<file path="config.mk">
export PLATFORM = sky130hd
export DESIGN_NAME = sum_display_flat
export DESIGN_NICKNAME = d
export VERILOG_FILES = /design/src/rtl/sum_display_if.sv /design/src/rtl/sum_display.sv /design/src/flat_wrapper.sv
export SDC_FILE = /design/constraint.sdc
export NUM_CORES = 1
export LEC_CHECK = 0
export ABC_AREA = 1
export CORE_AREA = 3 3 85 87
export DETAILED_ROUTE_END_ITERATION = 7
export DIE_AREA = 0 0 88 90
export PLACE_DENSITY = 0.77
export SYNTH_ARGS = -nofsm -noshare
export SYNTH_HDL_FRONTEND = slang
export SYNTH_SLANG_ARGS = --single-unit
</file>
<file path="constraint.sdc">
create_clock -name ck -period 2 [get_ports ck]
set_clock_uncertainty 0.1 [all_clocks]
set_input_delay 0.6 -clock ck [delete_from_list [all_inputs] [get_ports ck]]
set_output_delay 0.6 -clock ck [all_outputs]
set_load 0.005 [all_outputs]
</file>
<file path="src/rtl/sum_display_if.sv">
// Accumulator-to-display link: result strobe and data in, segment drive and
// status out.
interface sum_display_if;
   logic       done;
   logic [7:0] sum;
   logic [6:0] hex2;
   logic [6:0] hex1;
   logic [6:0] hex0;
   logic       busy;
   logic       overrun;
   logic [7:0] result_cnt;

   // Accumulator side: produces results, observes display status.
   modport master (
      output done, sum,
      input  hex2, hex1, hex0, busy, overrun, result_cnt
   );

   // Display stage side.
   modport slave (
      input  done, sum,
      output hex2, hex1, hex0, busy, overrun, result_cnt
   );
endinterface

</file>
<file path="src/rtl/sum_display.sv">
// Display stage for the 8-bit accumulator: captures sum on done, converts it to
// three BCD digits with a bit-serial double-dabble and drives three active-low
// seven-segment displays. A one-entry pending slot absorbs a result arriving
// mid-conversion; further results are dropped and flagged in overrun.
module sum_display #(
   parameter bit BLANK_LEADING = 1'b1
) (
   input  logic         ck,
   input  logic         reset_l,
   sum_display_if.slave bus
);

   typedef enum logic [1:0] {
      IDLE   = 2'd0,
      CONV   = 2'd1,
      UPDATE = 2'd2
   } state_t;

   localparam logic [6:0] SEG_BLANK  = 7'h7F;
   localparam logic [6:0] SEG_ZERO   = 7'h40;
   localparam logic [6:0] HEX_HI_RST = BLANK_LEADING ? SEG_BLANK : SEG_ZERO;

   state_t      state_q, state_d;
   logic [7:0]  bin_q, bin_d;
   logic [11:0] bcd_q, bcd_d;
   logic [2:0]  iter_q, iter_d;
   logic        pend_val_q, pend_val_d;
   logic [7:0]  pend_data_q, pend_data_d;
   logic        overrun_q, overrun_d;
   logic [7:0]  cnt_q, cnt_d;
   logic [6:0]  hex2_q, hex2_d;
   logic [6:0]  hex1_q, hex1_d;
   logic [6:0]  hex0_q, hex0_d;

   logic [11:0] bcd_adj;
   logic [6:0]  seg2, seg1, seg0;

   // Double-dabble correction applied to one BCD nibble before the shift.
   function automatic logic [3:0] dabble(input logic [3:0] n);
      return (n >= 4'd5) ? (n + 4'd3) : n;
   endfunction

   // Active-low {g,f,e,d,c,b,a} pattern for one decimal digit.
   function automatic logic [6:0] seg7(input logic [3:0] d);
      logic [6:0] s;
      case (d)
         4'd0:    s = 7'h40;
         4'd1:    s = 7'h79;
         4'd2:    s = 7'h24;
         4'd3:    s = 7'h30;
         4'd4:    s = 7'h19;
         4'd5:    s = 7'h12;
         4'd6:    s = 7'h02;
         4'd7:    s = 7'h78;
         4'd8:    s = 7'h00;
         4'd9:    s = 7'h10;
         default: s = SEG_BLANK;
      endcase
      return s;
   endfunction

   // Per-nibble add-3 correction of the current BCD value.
   always_comb begin
      bcd_adj = {dabble(bcd_q[11:8]), dabble(bcd_q[7:4]), dabble(bcd_q[3:0])};
   end

   // Segment patterns for the finished BCD value, with leading-zero blanking.
   always_comb begin
      seg2 = seg7(bcd_q[11:8]);
      seg1 = seg7(bcd_q[7:4]);
      seg0 = seg7(bcd_q[3:0]);
      if (BLANK_LEADING) begin
         if (bcd_q[11:8] == 4'd0) seg2 = SEG_BLANK;
         if (bcd_q[11:4] == 8'd0) seg1 = SEG_BLANK;
      end
   end

   // Next-state logic: conversion sequencing, pending slot and display update.
   always_comb begin
      state_d     = state_q;
      bin_d       = bin_q;
      bcd_d       = bcd_q;
      iter_d      = iter_q;
      pend_val_d  = pend_val_q;
      pend_data_d = pend_data_q;
      overrun_d   = overrun_q;
      cnt_d       = cnt_q;
      hex2_d      = hex2_q;
      hex1_d      = hex1_q;
      hex0_d      = hex0_q;

      case (state_q)
         IDLE: begin
            if (bus.done) begin
               bin_d   = bus.sum;
               bcd_d   = '0;
               iter_d  = '0;
               state_d = CONV;
            end
         end

         CONV: begin
            {bcd_d, bin_d} = {bcd_adj[10:0], bin_q, 1'b0};
            iter_d         = iter_q + 3'd1;
            if (iter_q == 3'd7) state_d = UPDATE;
            if (bus.done) begin
               if (!pend_val_q) begin
                  pend_data_d = bus.sum;
                  pend_val_d  = 1'b1;
               end else begin
                  overrun_d = 1'b1;
               end
            end
         end

         UPDATE: begin
            hex2_d = seg2;
            hex1_d = seg1;
            hex0_d = seg0;
            cnt_d  = cnt_q + 8'd1;
            if (pend_val_q) begin
               // Queued result starts now; a simultaneous done refills the slot.
               bin_d   = pend_data_q;
               bcd_d   = '0;
               iter_d  = '0;
               state_d = CONV;
               if (bus.done) begin
                  pend_data_d = bus.sum;
               end else begin
                  pend_val_d = 1'b0;
               end
            end else if (bus.done) begin
               bin_d   = bus.sum;
               bcd_d   = '0;
               iter_d  = '0;
               state_d = CONV;
            end else begin
               state_d = IDLE;
            end
         end

         default: state_d = IDLE;
      endcase
   end

   // State and datapath registers with asynchronous active-low reset.
   always_ff @(posedge ck or negedge reset_l) begin
      if (!reset_l) begin
         state_q     <= IDLE;
         bin_q       <= '0;
         bcd_q       <= '0;
         iter_q      <= '0;
         pend_val_q  <= 1'b0;
         pend_data_q <= '0;
         overrun_q   <= 1'b0;
         cnt_q       <= '0;
         hex2_q      <= HEX_HI_RST;
         hex1_q      <= HEX_HI_RST;
         hex0_q      <= SEG_ZERO;
      end else begin
         state_q     <= state_d;
         bin_q       <= bin_d;
         bcd_q       <= bcd_d;
         iter_q      <= iter_d;
         pend_val_q  <= pend_val_d;
         pend_data_q <= pend_data_d;
         overrun_q   <= overrun_d;
         cnt_q       <= cnt_d;
         hex2_q      <= hex2_d;
         hex1_q      <= hex1_d;
         hex0_q      <= hex0_d;
      end
   end

   assign bus.hex2       = hex2_q;
   assign bus.hex1       = hex1_q;
   assign bus.hex0       = hex0_q;
   assign bus.busy       = (state_q != IDLE);
   assign bus.overrun    = overrun_q;
   assign bus.result_cnt = cnt_q;

endmodule
</file>
<file path="src/flat_wrapper.sv">
// flat-port wrapper written by rule: the top's interface ports become plain ports
module sum_display_flat 
#(
   parameter bit BLANK_LEADING = 1'b1
)
  (ck, reset_l, bus_done, bus_sum, bus_hex2, bus_hex1, bus_hex0, bus_busy, bus_overrun, bus_result_cnt);
  sum_display_if bus_i ();
  input  logic ck;
  input  logic reset_l;
  input wire logic [$bits(bus_i.done)-1:0] bus_done;
  input wire logic [$bits(bus_i.sum)-1:0] bus_sum;
  output wire logic [$bits(bus_i.hex2)-1:0] bus_hex2;
  output wire logic [$bits(bus_i.hex1)-1:0] bus_hex1;
  output wire logic [$bits(bus_i.hex0)-1:0] bus_hex0;
  output wire logic [$bits(bus_i.busy)-1:0] bus_busy;
  output wire logic [$bits(bus_i.overrun)-1:0] bus_overrun;
  output wire logic [$bits(bus_i.result_cnt)-1:0] bus_result_cnt;
  assign bus_i.done = bus_done;
  assign bus_i.sum = bus_sum;
  assign bus_hex2 = bus_i.hex2;
  assign bus_hex1 = bus_i.hex1;
  assign bus_hex0 = bus_i.hex0;
  assign bus_busy = bus_i.busy;
  assign bus_overrun = bus_i.overrun;
  assign bus_result_cnt = bus_i.result_cnt;
  sum_display #(.BLANK_LEADING(BLANK_LEADING)) u_core (.ck(ck), .reset_l(reset_l), .bus(bus_i));
endmodule
</file>
==> flow_metrics.env <==
export IMPL_slowest_delay_ps=520
export IMPL_die_area_um2=7920
export IMPL_critPathRequiredTime_ps=1300
export IMPL_p_clk_frac=0.216
export IMPL_nets=560
export IMPL_relSlewSlack=0.705
export IMPL_critPathCaptureType="output pin"
export IMPL_tightest_slew_ps=442
export IMPL_drtPass1Iterations=5
export IMPL_max_cap_viol_count=0
export IMPL_root_buffer="clkbuf_8"
export IMPL_grt_max_degree=37
export IMPL_ys_ff_latch=64
export IMPL_crit_chain="clkdlybuf4s50_1"
export IMPL_tns_ps=0
export IMPL_vias_per_cell=5.14
export IMPL_first_global_vias=2875
export IMPL_ys_seq_area_frac=0.450
export IMPL_die_h_um=90
export IMPL_p_sw_frac=0.372
export IMPL_place_hpwl_mm=5.23
export IMPL_track_usage=0.196
export IMPL_wire_per_inst_um=12.1
export IMPL_rows=29
export IMPL_clkTransAtPathRegs_ps=70
export IMPL_fin_crit_sh=0.973
export IMPL_pwr_share_comb=0.395
export IMPL_utilization=0.675
export IMPL_fill_cells=536
export IMPL_grt_ovfl_total=0
export IMPL_holdWs_ps=108
export IMPL_crit_path_top_delay_cell="clkdlybuf4s50_1"
export IMPL_synth_largest_area_cell="dfrtp_1"
export IMPL_drt_total_wl_mm=7.30
export IMPL_switching_power_mw=1.77
export IMPL_antenna_found_initial=0
export IMPL_diodes=0
export IMPL_power_internal_mw=2.99
export IMPL_power_density_nw_per_um2=1100
export IMPL_fin_crit_ps=1950
export IMPL_seqPwrFrac=0.389
export IMPL_ant_nets=0
export IMPL_rrSetupSlack_ps=270
export IMPL_r2r_end="u_core.bus.result_cnt[7]"
export IMPL_die_x_um=88
export IMPL_yosys_cell_types_count=31
export IMPL_slew_viol_final=0
export IMPL_num_vias=3111
export IMPL_drt_iter0_markers=219
export IMPL_coreArea_um2=6420
export IMPL_reg2reg_from="u_core.state_q[1]"
export IMPL_initial_core_util=0.561
export IMPL_cts_buffers=9
export IMPL_hold_class="in -> async"
export IMPL_cts_tree="done"
export IMPL_gp_congestion=0.837
export IMPL_critPathBufInv=1
export IMPL_startpoint_type="register"
export IMPL_met3WireLength_um=294
export IMPL_cp_max_fo=4
export IMPL_met1Wirelength_mm=3.34
export IMPL_cts_sinks=64
export IMPL_avgSynthCellArea_um2=7.66
export IMPL_p_leak_nw=2.28
export IMPL_wl_met2_mm=3.56
export IMPL_cts_htree_levels=3
export IMPL_max_freq_ghz=0.514
export IMPL_setup_viol=0
export IMPL_clk_latency_ps=340
export IMPL_synth_area_leaders="dfrtp_1 (34%), nand2_1 (17%), dfstp_2 (11%)"
export IMPL_cts_buffer_depth=2
export IMPL_setup_worst_path_class="reg -> out"
export IMPL_yosys_warnings=0
export IMPL_layout_drive_gt1_share=0.108
export IMPL_finalHoldViolations=0
export IMPL_netlist_instances=470
export IMPL_critical_path_top_delay_family="buffers and inverters"
export IMPL_synth_top_area_frac=0.340
export IMPL_maxUsedRoutingLayer="met4"
export IMPL_r2r_cells=8
export IMPL_num_io_pins=42
export IMPL_area_growth_pct=20.4
export IMPL_vdd_drop_max_mv=0.623
export IMPL_status="complete, no violations"
export IMPL_synth_fp_nets=505
export IMPL_hold_buffers=0
export IMPL_cp_arrival_ps=1250
export IMPL_syn_area_um2=3600
export IMPL_portBuffers=41
export IMPL_grt_pass1_wl_mm=12.6
export IMPL_detail_route_drc_violations=0
export IMPL_rsz0062_at_grt="false"
[layout by cell type, fill, tap and decap left out, types with 2 or more instances in the layout]
master           synthesis  layout
clkdlybuf4s50_1          0      23
dfrtp_1                 49      49
o211ai_1                 3       3
o21ai_0                 24      24
buf_12                   0       3
dlygate4sd2_1            0      15
inv_1                   49      49
ha_1                    24      24
nand2_4                  2       2
xor2_1                   5       5
dfstp_2                 15      15
nand3_1                 40      40
nor2_1                  54      54
o22ai_1                  2       2
clkinv_2                 0       4
clkbuf_8                 0       9
a21oi_1                 14      14
inv_2                    2       2
nand2_1                162     162
buf_4                    2      12
[synthesized netlist by cell type]
library cell and count:
nand3b_1 1, nand2_4 2, inv_4 1, o21ai_0 24
buf_2 8, o211ai_1 3, buf_6 1, ha_1 24
nor2_4 1, inv_1 49, o22ai_1 2, nor3_1 1
nor3_2 1, buf_4 2, nor2_2 1, inv_2 2
o211ai_4 1, xor2_1 5, nand3_1 40, a21oi_4 1
nor2_1 54, dfrtp_1 49, clkbuf_2 1, nand4_1 1
nand2_1 162, a21oi_1 14, clkinv_1 1, or2_2 1
o21bai_1 1, xnor2_1 1, dfstp_2 15
[cell type report]
| cell class | count | area (µm²) | area share |
|---|---|---|---|
| multi-input combinational | 341 | 1710 | 0.394 |
| inverter | 53 | 201 | 0.0465 |
| timing repair buffer | 56 | 534 | 0.123 |
| sequential | 64 | 1620 | 0.374 |
| clock buffer | 9 | 124 | 0.0286 |
| clock inverter | 5 | 50.0 | 0.0115 |
| tap | 77 | 96.3 | 0.0222 |
[flip-flops by register name (all words and copies together), names as in the netlist]
register	cells
u_core.bus.hex2	7
u_core.state_q	2
u_core.iter_q	3
u_core.bin_q	8
u_core.bus.result_cnt	8
u_core.bus.hex1	7
u_core.pend_val_q	1
u_core.pend_data_q	8
u_core.bcd_q	12
u_core.bus.hex0	7
u_core.bus.overrun	1
[timing repair]
action / in CTS / in global routing
resized for setup: 16 / 3
endpoints found under the hold margin: 0 / 0
buffers inserted: 2 / 5
endpoints found under the setup margin: 17 / 5
[kinds of logic (layout without fill, tap and decap cells)]
| family | count (synthesis) | in the layout | share of synthesized area |
|---|---|---|---|
| and+or+nand+nor | 265 | 265 | 0.301 |
| buffers and inverters | 65 | 123 | 0.0757 |
| DFF | 64 | 64 | 0.450 |
| AOI/OAI and AO/OA | 46 | 46 | 0.0750 |
| adders and majority gates | 24 | 24 | 0.0834 |
| xor gates and xnor gates | 6 | 6 | 0.0146 |
[routing by layer]
layer | vias up | global-route usage
li1 | 1571 | -
met1 | 1455 | 0.259
met2 | 74 | 0.314
met3 | 11 | 0.0283
met4 | 0 | 0.0870
met5 | - | 0
[worst max path at each step]
stage	from	to	cells past startpoint
global placement	u_core.state_q[1]	bus_busy	4
detailed placement	bus_done	u_core.pend_data_q[2]	6
CTS	u_core.bus.result_cnt[5]	bus_result_cnt[5]	1
finish	u_core.bus.result_cnt[1]	bus_result_cnt[1]	1
global route	u_core.bus.result_cnt[1]	bus_result_cnt[1]	1
floorplan	u_core.state_q[0]	u_core.bcd_q[5]	8
[power by group through the flow]
| stage | registers, mW | clock network, mW | logic, mW |
|---|---|---|---|
| 3_5_place_dp | 1.89 | 0 | 1.82 |
| 4_1_cts | 1.86 | 1.05 | 1.86 |
| 3_3_place_gp | 1.88 | 0 | 1.77 |
| 2_1_floorplan | 1.86 | 0 | 1.16 |
| 5_1_grt | 1.89 | 1.10 | 2.15 |
| 6_report | 1.85 | 1.03 | 1.88 |
[through the flow]
stage / total power [mW] / cells / worst slack, ps / area (µm²)
after floorplan: 3.02 / 470 / 433 / 3600
after global placement: 3.64 / 584 / 90.0 / 4130
after detailed placement: 3.71 / 584 / 21.4 / 4130
after CTS: 4.77 / 600 / 0.769 / 4300
after global routing: 5.14 / 605 / 17.6 / 4340
final: 4.76 / 605 / 53.2 / 4340
(Power assumes the default switching activity.)
